[config.mk]
export PLATFORM = sky130hd
export DESIGN_NAME = fifo_arbiter
export DESIGN_NICKNAME = d
export VERILOG_FILES = /design/src/rtl/fifo_arb_pkg.sv /design/src/rtl/rr_select.sv /design/src/rtl/fifo_arbiter.sv
export SDC_FILE = /design/constraint.sdc
export NUM_CORES = 1
export LEC_CHECK = 0
export ABC_AREA = 1
export CORE_UTILIZATION = 50
export DETAILED_ROUTE_END_ITERATION = 7
export PLACE_DENSITY = 0.84
export SLEW_MARGIN = 25
export SYNTH_ARGS = -nofsm -noshare
export SYNTH_HDL_FRONTEND = slang
export SYNTH_HIERARCHICAL = 1
export SYNTH_SLANG_ARGS = --single-unit
[constraint.sdc]
create_clock -name clk -period 5.7 [get_ports clk]
set_input_delay 0.855 -clock clk [delete_from_list [all_inputs] [get_ports clk]]
set_output_delay 0.855 -clock clk [all_outputs]
set_load 0.1 [all_outputs]
[src/rtl/fifo_arb_pkg.sv]
// Shared types and defaults for the FIFO round-robin arbiter.
// Holds the FSM encoding and the pop-to-push pipeline depth.
package fifo_arb_pkg;

   typedef enum logic [1:0] {
      IDLE  = 2'd0,
      GRANT = 2'd1,
      HOLD  = 2'd2
   } arb_state_e;

   localparam int DEF_DATA_SIZE = 10;
   localparam int DEF_NUM_REQ   = 4;
   localparam int DEF_BURST_LEN = 4;
   localparam int PIPE_DEPTH    = 2;

endpackage

[src/rtl/rr_select.sv]
// Rotate-priority pick of the next non-empty requester.
// Search starts at ptr when incl_ptr is set, else just after it.
module rr_select #(
   parameter int NUM_REQ = 4,
   parameter int IDX_W   = 2
) (
   input  logic [NUM_REQ-1:0] req,
   input  logic [IDX_W-1:0]   ptr,
   input  logic               incl_ptr,
   output logic [IDX_W-1:0]   next_idx,
   output logic               found
);

   logic [IDX_W-1:0] cand;

   always_comb begin
      next_idx = ptr;
      found    = 1'b0;
      cand     = '0;
      for (int k = 0; k < NUM_REQ; k++) begin
         cand = IDX_W'((int'(ptr) + k + (incl_ptr ? 0 : 1)) % NUM_REQ);
         if (!found && req[cand]) begin
            found    = 1'b1;
            next_idx = cand;
         end
      end
   end

endmodule

[src/rtl/fifo_arbiter.sv]
// Burst-limited round-robin arbiter draining NUM_REQ FIFOs into one.
// Pops are combinational on empty/pause; pushes follow two cycles later.
module fifo_arbiter
   import fifo_arb_pkg::*;
#(
   parameter int DATA_SIZE = DEF_DATA_SIZE,
   parameter int NUM_REQ   = DEF_NUM_REQ,
   parameter int BURST_LEN = DEF_BURST_LEN,
   localparam int IDX_W    = (NUM_REQ > 1) ? $clog2(NUM_REQ) : 1,
   localparam int CNT_W    = $clog2(BURST_LEN + 1)
) (
   input  logic                         clk,
   input  logic                         reset,
   input  logic [NUM_REQ-1:0]           fifo_empty_in,
   input  logic [NUM_REQ*DATA_SIZE-1:0] data_in_pop,
   input  logic                         fifo_pause_in,
   input  logic                         arb_enable,
   output logic [NUM_REQ-1:0]           read_out,
   output logic                         write_out,
   output logic [DATA_SIZE-1:0]         data_out_push,
   output logic [IDX_W-1:0]             grant_idx,
   output logic                         arb_busy
);

   arb_state_e             state;
   logic [IDX_W-1:0]       grant_q;
   logic [CNT_W-1:0]       burst_cnt;
   logic [PIPE_DEPTH-1:0]  vld;
   logic [IDX_W-1:0]       pop_idx;
   logic [DATA_SIZE-1:0]   push_q;
   logic [NUM_REQ-1:0]     req;
   logic [IDX_W-1:0]       rr_idx;
   logic                   rr_found;
   logic                   cur_req;
   logic                   pop;
   logic                   last_pop;
   logic                   burst_end;

   assign req       = ~fifo_empty_in;
   assign cur_req   = req[grant_q];
   assign pop       = !reset && (state == GRANT) && arb_enable
                      && !fifo_pause_in && cur_req;
   assign last_pop  = pop && (burst_cnt == CNT_W'(BURST_LEN - 1));
   assign burst_end = last_pop || ((state == GRANT) && !cur_req);

   rr_select #(
      .NUM_REQ (NUM_REQ),
      .IDX_W   (IDX_W)
   ) u_rr (
      .req      (req),
      .ptr      (grant_q),
      .incl_ptr (state == IDLE),
      .next_idx (rr_idx),
      .found    (rr_found)
   );

   always_ff @(posedge clk) begin
      if (reset) begin
         state     <= IDLE;
         grant_q   <= '0;
         burst_cnt <= '0;
      end else begin
         unique case (state)
            IDLE: begin
               if (arb_enable && !fifo_pause_in && rr_found) begin
                  state     <= GRANT;
                  grant_q   <= rr_idx;
                  burst_cnt <= '0;
               end
            end
            GRANT, HOLD: begin
               if (!arb_enable || !rr_found) begin
                  state     <= IDLE;
                  burst_cnt <= '0;
               end else begin
                  if (state == GRANT && fifo_pause_in)
                     state <= HOLD;
                  else if (state == HOLD && !fifo_pause_in)
                     state <= GRANT;
                  // pointer still advances if a burst ends as pause rises
                  if (burst_end) begin
                     grant_q   <= rr_idx;
                     burst_cnt <= '0;
                  end else if (pop) begin
                     burst_cnt <= burst_cnt + 1'b1;
                  end
               end
            end
            default: state <= IDLE;
         endcase
      end
   end

   always_ff @(posedge clk) begin
      if (reset) begin
         vld     <= '0;
         pop_idx <= '0;
         push_q  <= '0;
      end else begin
         vld <= {vld[PIPE_DEPTH-2:0], pop};
         if (pop)
            pop_idx <= grant_q;
         if (vld[0])
            push_q <= data_in_pop[int'(pop_idx)*DATA_SIZE +: DATA_SIZE];
      end
   end

   // outputs forced low for the whole reset cycle, not just after the edge
   assign read_out      = pop ? NUM_REQ'(1) << grant_q : '0;
   assign write_out     = !reset && vld[PIPE_DEPTH-1];
   assign data_out_push = reset ? '0 : push_q;
   assign grant_idx     = reset ? '0 : grant_q;
   assign arb_busy      = !reset && ((state != IDLE) || (|vld));

endmodule

==> run summary <==
status - complete, no violations
crit path max fanout - 19
Worst EP arrival - 3.65 ns
Pwr Density - 408 nW/um^2
P_leak - 1.26 nW
Post-Route M1 WL - 1950 um
Post-Synthesis Cells - 312
Clk pwr share - 0.091
antenna-violating nets left - 0
Die Width - 64.4 um
dpl hpwl - 3790 um
Synth warnings - 6
Post-Syn Area - 1940 um^2
clock sink count - 21
Vias - 2,092
Worst setup EP type - primary output
Placer Congestion - 0.821
Vias/cell - 5.00
Clock transition at path regs - 0.07 ns
clk buf depth - 2
Slew HR - 0.320
H-tree depth - 1
Yosys cell types - 30
combinational power share - 0.723
IR drop worst, VDD - 0.183 mV
asr flop ratio synth - 0
CTS tree - yes
full die area - 4140 um^2
Post-Synth Simple-Gate Area - 0.337
Max Clock Skew - 0.00687 ns
Hold-fix buffers, CTS - 0
Fin Hold WS - 0.489 ns
fin crit share - 0.791
WL met3 - 338 um
Root Buffer - clkbuf_8
reg2reg start - state[0]
measured slew at the worst slew-check pin - 1.02 ns
f_max - 0.222 GHz
Post-Synth Adder-Cell Area - 0.0515
sequential fraction of design power - 0.186
Seq cells post-synth - 21
global-route wire length before repair - 7960 um
ratio of cells with drive above 1 in the final layout - 0.114
Final Hold Vio Count - 0
core area - 3690 um^2
hold_sp - burst_cnt[2]
fin cells - 418
Hold Crit Class - register to register
Max-Cap Viols - 0
vias in the first global route - 1,992
ANT cells - 0
Int Power - 504 uW
# DRC - 0
routed wl met2 - 2170 um
Worst-Skew Late Latency - 0.26 ns
Synth Area in Compound Gates - 0.174
# setup viols final - 0
mux contribution to synthesized area - 0.0515
total track usage - 0.243
Placement Setup Slack - 1.18 ns
port bufs - 65
Post-synth EDFFs - 0
critical path type - input pin to primary output
Post-Route Setup TNS - 0 ns
switching pwr - 572 uW
top layer used by detailed routing - met4
Detailed Route Iter0 Violations - 95
largest net degree at the start of global routing - 32
PostCTS Resize Cnt - 0
Core Rows - 22
# nets final - 427
Final Critical Period - 4.51 ns
top post-synthesis cells by area - dfxtp_1, inv_1, nand2_1, o21ai_0, nor2_1
Post-CTS Setup Bufs - 0
Slew Viols, Final - 0
area delta synth->final - 35.6%
gr ovfl total - 0
count leader, synth - inv_1
Synth top area share - 0.216
Avg Cell Area, Syn - 6.23 um^2
Sw Ratio - 0.531
sequential fraction of the synthesis area - 0.216
prevailing post-synth register cell - dfxtp_1
Boundary Pins - 66
Die Span Y - 64.4 um
Syn Nets - 368
synth cell count leaders - inv_1, nand2_1, nor2_1
fill count - 329
final WL - 4600 um
Avg WL per Cell - 11.0 um
Placed Cells incl. Taps - 414
CP Launch Point - reset
RSZ-0062 raised after global routing - no
Final Util - 0.715
Worst setup SP type - input pin
number of buffers created by CTS - 3
initial antenna violation count - 0
Initial Util - 0.527
largest area contributor in the netlist - dfxtp_1
XOR/XNOR Fraction of Synth Area - 0
largest family of logic cells by synthesized area - simple AND/OR/NAND/NOR gates
drt first pass iters - 4
Critical Path RT - 4.85 ns
PnR worst setup slack - 1.19 ns
-- power groups by stage --
stage	Combinational (mW)	Sequential (mW)	Clock, mW
after global routing	0.875	0.204	0.107
after CTS	0.778	0.201	0.0987
after global placement	0.758	0.203	0
final	0.778	0.201	0.0975
after floorplan	0.646	0.192	0
after detailed placement	0.776	0.204	0
-- layer usage --
layer,GRT usage,vias up
met5,0,-
li1,-,1092
met1,0.265,908
met4,0.103,0
met2,0.434,79
met3,0.0679,13
-- worst paths after layout --
path                       end  slack, ns  cells after the start
hold reg to reg   burst_cnt[2]       0.49                      2
setup / recovery   read_out[2]       1.19                      9
hold / removal    burst_cnt[2]       0.49                      2
setup reg to reg    grant_q[1]       2.86                     18
-- area by class of cell --
class / count / area (um^2) / share of cell area
Inverter: 68 / 263 / 0.0997
Multi-Input combinational cell: 212 / 1190 / 0.453
Clock inverter: 1 / 5.00 / 0.00190
Tap cell: 48 / 60.1 / 0.0228
Sequential cell: 21 / 422 / 0.160
Clock buffer: 3 / 41.3 / 0.0157
Timing Repair Buffer: 65 / 651 / 0.247
-- through the flow --
step           power, mW  instance area, um^2
4_1_cts             1.08                 2640
3_3_place_gp       0.961                 2590
5_1_grt             1.19                 2640
3_5_place_dp       0.981                 2590
2_1_floorplan      0.838                 1940
6_report            1.08                 2640
-- cell usage in the layout, fill, tap and decap left out, types with 2 or more instances in the layout --
cell             synthesis  final
nand3_2                  4      4
inv_2                    4      4
nand2_1                 60     60
clkinv_2                 2      3
nor2_1                  28     28
clkdlybuf4s50_1          0     65
nand2_2                 16     16
ha_1                     8      8
a21oi_1                 20     20
nand3_1                 17     17
o21ai_0                 25     25
nand2_4                  3      3
nor2_2                   2      2
clkbuf_8                 0      3
mux2i_1                 10     10
o22ai_1                 10     10
inv_1                   61     61
dfxtp_1                 21     20
-- cells by family (layout without fill, tap and decap cells) --
family	count (synthesis)	count (layout)
buffers and inverters	79	137
AO/OA/AOI/OAI	60	60
flip-flops	21	21
AND/OR/NAND/NOR	134	134
adder cells (fa/ha/maj)	8	8
multiplexers	10	10
-- worst max-delay path, cell delays in order --
cell and delay [ns]:
clkdlybuf4s50_1 0.75, clkinv_2 0.23, nand2_1 0.08, nor2_2 0.18
nand2_2 0.14, inv_2 0.10, nand2_1 0.07, nor2_1 0.10
clkdlybuf4s50_1 1.14
-- sequential cells by signal (all words and copies together) (netlist names) --
name	cells
push_q	10
state	2
vld	2
burst_cnt	3
grant_q	2
pop_idx	2
(Power assumes the default switching activity.)
==> RTL edit 1, RTL diff (config.mk and constraints unchanged) <==
Change the package constant `DEF_DATA_SIZE` from 10 to 5.
--- a/src/rtl/fifo_arb_pkg.sv
+++ b/src/rtl/fifo_arb_pkg.sv
@@ -9,5 +9,5 @@
    } arb_state_e;
 
-   localparam int DEF_DATA_SIZE = 10;
+   localparam int DEF_DATA_SIZE = 5;
    localparam int DEF_NUM_REQ   = 4;
    localparam int DEF_BURST_LEN = 4;
Interface: changed (resized data_in_pop and data_out_push); port bits go from 66 to 41. No check against the original RTL was run, so the function may have changed too.
==> RTL edit 1 against the original RTL <==
Sequential cell count is 5 lower; utilization decreased by 3.9 points; combinational power fell by 4.0%; count of clock-buffer cells in the layout increased by 1; setup slack improved by 74 ps; via count down 26%; routed wire length decreased by 27%; synthesized cell count is 17% lower; final area down 22%; synthesized area shrank 19%; power down 8.8%; die area decreased by 18%.
==> RTL edit 1: results (changes against the original RTL) <==
Layout cells sized above 1 = 12.0% (+0.65 points)
Final clock-cell share = 1.77% (+0.017 points)
RR Endpoint = state[0]
Multiplexer share of the synthesized area = 3.17% (-2.0 points)
First-pass GRT wire length = 5660 um (-29%)
Non-filler instance count after layout = 344 (-18%)
Average wire per cell in the routed design = 9.74 um (-11%)
Final clock skew = 7.68 ps (+0.818 ps)
Switching share of total power = 55.4% (+2.2 points)
Register-to-Register Path Depth = 15 (-3)
Placed Instance Area = 2010 um2 (-22%)
DP Wirelength = 2750 um (-28%)
Destination of the critical timing path = read_out[0]
Multi-input gate count = 184 (-13%)
Net load switching power = 543 uW (-5.0%)
GP Congestion = 0.881 (+7.2%)
Detailed route wirelength on metal2 = 1670 um (-23%)
Biggest registers after layout = push_q: 5 flops, burst_cnt: 3 flops
Wire length the detailed router placed on met1 = 1620 um (-17%)
Nets in the synthesized netlist = 296 (-20%)
Maximum vdd ir drop = 0.304 mV (+66%)
Share of the final layout cell area in multi-input gates = 49.8% (+4.4 points)
Top achievable clock speed = 0.226 GHz (+1.7%)
DP Worst Slack = 1280 ps (+98.5 ps)
Area used by multi-input combinational logic = 1020 um2 (-15%)
Outcome = complete, no violations
Top cells by area, synth = sky130_fd_sc_hd__dfxtp_1 (20%), sky130_fd_sc_hd__nand2_1 (17%), sky130_fd_sc_hd__inv_1 (12%)
Non-CTS buffers = 40 (-38%)
Area fraction in compound gates after synthesis = 13.2% (-4.3 points)
M3 GR Usage = 2.68% (-4.1 points)
Maximum fanout along the worst path = 14 (-5)
Share of synthesized cell area in full adder, half adder and majority cells = 6.35% (+1.2 points)
Highest cell delay on the worst timing path = 1170 ps (+30 ps)
Worst slew pin tran = 994 ps (-22.2 ps)
Overall routing resource usage = 20.9% (-3.4 points)
Fraction of power consumed by combinational cells = 76.2% (+3.9 points)
Clk slew on worst S/H paths = 100 ps (+30 ps)
Cell variety after synth = 27 (-10%)
Number of global-route vias before repair = 1389 (-30%)
Layout non-clock buf frac = 19.6% (-5.1 points)
GRT met2 Usage = 36.9% (-6.5 points)
Register-to-register path setup slack = 2930 ps (+70 ps)
[RTL edit 1: cell count changes in the layout (fill, tap and decap cells not counted), moves of 4 or more]
cell                              before  now
sky130_fd_sc_hd__o22ai_1              10    5
sky130_fd_sc_hd__nand3_1              17    9
sky130_fd_sc_hd__nand2_1              60   71
sky130_fd_sc_hd__mux2i_1              10    5
sky130_fd_sc_hd__a21oi_1              20   12
sky130_fd_sc_hd__o21ai_0              25   16
sky130_fd_sc_hd__clkdlybuf4s50_1      65   40
sky130_fd_sc_hd__inv_1                61   52
sky130_fd_sc_hd__dfxtp_1              20   16
[RTL edit 1: kinds of logic (layout without fill, tap and decap cells)]
logic type / after synthesis / count (layout)
compound gates: 37 / 37
mux: 5 / 5
flops: 16 / 16
simple gates: 134 / 134
buf+inv: 60 / 100
fa+ha+maj: 8 / 8
[RTL edit 1: tightest hold or removal path, cell delays in order, from the launching register on]
cell	delay, ps
sky130_fd_sc_hd__dfxtp_1	350
sky130_fd_sc_hd__nand2_1	70
sky130_fd_sc_hd__a21oi_1	60
==> RTL edit 2, RTL diff (config.mk and constraints unchanged) <==
Without the edit above. The 3 states of `arb_state_e` get a one-hot encoding in 3 bits.
--- a/src/rtl/fifo_arb_pkg.sv
+++ b/src/rtl/fifo_arb_pkg.sv
@@ -3,8 +3,8 @@
 package fifo_arb_pkg;
 
-   typedef enum logic [1:0] {
-      IDLE  = 2'd0,
-      GRANT = 2'd1,
-      HOLD  = 2'd2
+   typedef enum logic [2:0] {
+      IDLE  = 3'b001,
+      GRANT = 3'b010,
+      HOLD  = 3'b100
    } arb_state_e;
 
Formal check against the unedited RTL: no difference found for any inputs over 4 cycles, from zero or initial values and one cycle with reset high; so few cycles prove little.
==> RTL edit 2 against the original RTL <==
Routed wire length grew 5.3%; power down 4.6%; global-route usage up 0.89 points; sequential cell count is 1 higher; synthesized area down 1.9%; setup slack gained 420 ps; final area decreased by 0.43%; critical endpoint is now arb_busy; largest power group unchanged.
==> RTL edit 2: results (changes against the original RTL) <==
Mean cell area of the mapped netlist = 6.30 um2 (+1.0%)
Overall routing resource usage = 25.2% (+0.89 points)
Met1 track demand over resource = 32.0% (+5.5 points)
Top cell types by occurrence after synthesis = sky130_fd_sc_hd__nand2_1 (66), sky130_fd_sc_hd__inv_1 (57), sky130_fd_sc_hd__dfxtp_1 (22)
Ratio of total power to cell area = 391 nW/um2 (-4.2%)
Maximum fanout along the worst path = 23 (+4)
Outcome = complete, no violations
Register-to-Register Path Depth = 17 (-1)
Leakage component of the power = 1.24 nW (-1.3%)
Destination of the critical timing path = arb_busy
RR Endpoint = burst_cnt[2]
WHS Endpoint = burst_cnt[1]
Detailed route wirelength on metal2 = 2340 um (+7.7%)
M3 GR Usage = 4.11% (-2.7 points)
Non-filler instance count after layout = 411 (-1.7%)
Arrival @ worst endpoint = 3230 ps (-420 ps)
GRT met2 Usage = 45.3% (+1.9 points)
Maximum vdd ir drop = 0.367 mV (+100%)
Sequential cell power = 195 uW (-3%)
Cell variety after synth = 31 (+3.3%)
Switching share of total power = 52.8% (-0.32 points)
Detailed router's first-iteration violation count = 151 (+59%)
Detailed-route wire length = 4840 um (+5.3%)
Relative max-transition margin = 35.1% (+3.1 points)
Post-synthesis sequential area ratio = 23.1% (+1.5 points)
Wire length on met3 = 351 um (+3.8%)
Hold slack final = 485 ps (-4.64 ps)
Layout cells sized above 1 = 14.9% (+3.5 points)
Total power = 1.03 mW (-4.6%)
First-pass GRT wire length = 8160 um (+2.5%)
RR Startpoint = state[0]
Placed Instance Area = 2570 um2 (-0.73%)
Register-to-register path setup slack = 2990 ps (+130 ps)
Final clock skew = 2.37 ps (-4.49 ps)
Wire length the detailed router placed on met1 = 2140 um (+9.7%)
Fillcell total = 315 (-4.3%)
GP Congestion = 0.912 (+11%)
RTL edit 2: cell types whose count changed in the layout (fill, tap and decap cells not counted), sizes merged, moves of 2 or more:
cell           change
o21ai              -5
inv                -2
ha                 -4
nand2             +11
nor2               -5
nand3              -5
clkdlybuf4s50      -4
clkinv             -2
buf                +4
RTL edit 2: final cells by class:
type	count	share of cell area, %
clock buffers	4	2.10
inverters	65	9.53
multi-input cells	207	44.9
flip-flops and latches	22	16.8
well taps	48	2.29
repair buffers	65	24.4
RTL edit 2: cells by family (layout without fill, tap and decap cells):
group	after synthesis	count (layout)	share of synthesized area [%]
multiplexers	10	10	5.25
AO/OA/AOI/OAI	57	57	17.7
adder cells (fa/ha/maj)	4	4	2.62
buffers and inverters	74	134	15.2
AND/OR/NAND/NOR	136	136	36.1
flip-flops	22	22	23.1
RTL edit 2: critical path: stages:
cell	delay [ps]
sky130_fd_sc_hd__clkdlybuf4s50_1	860
sky130_fd_sc_hd__a31oi_1	340
sky130_fd_sc_hd__clkdlybuf4s50_1	1170
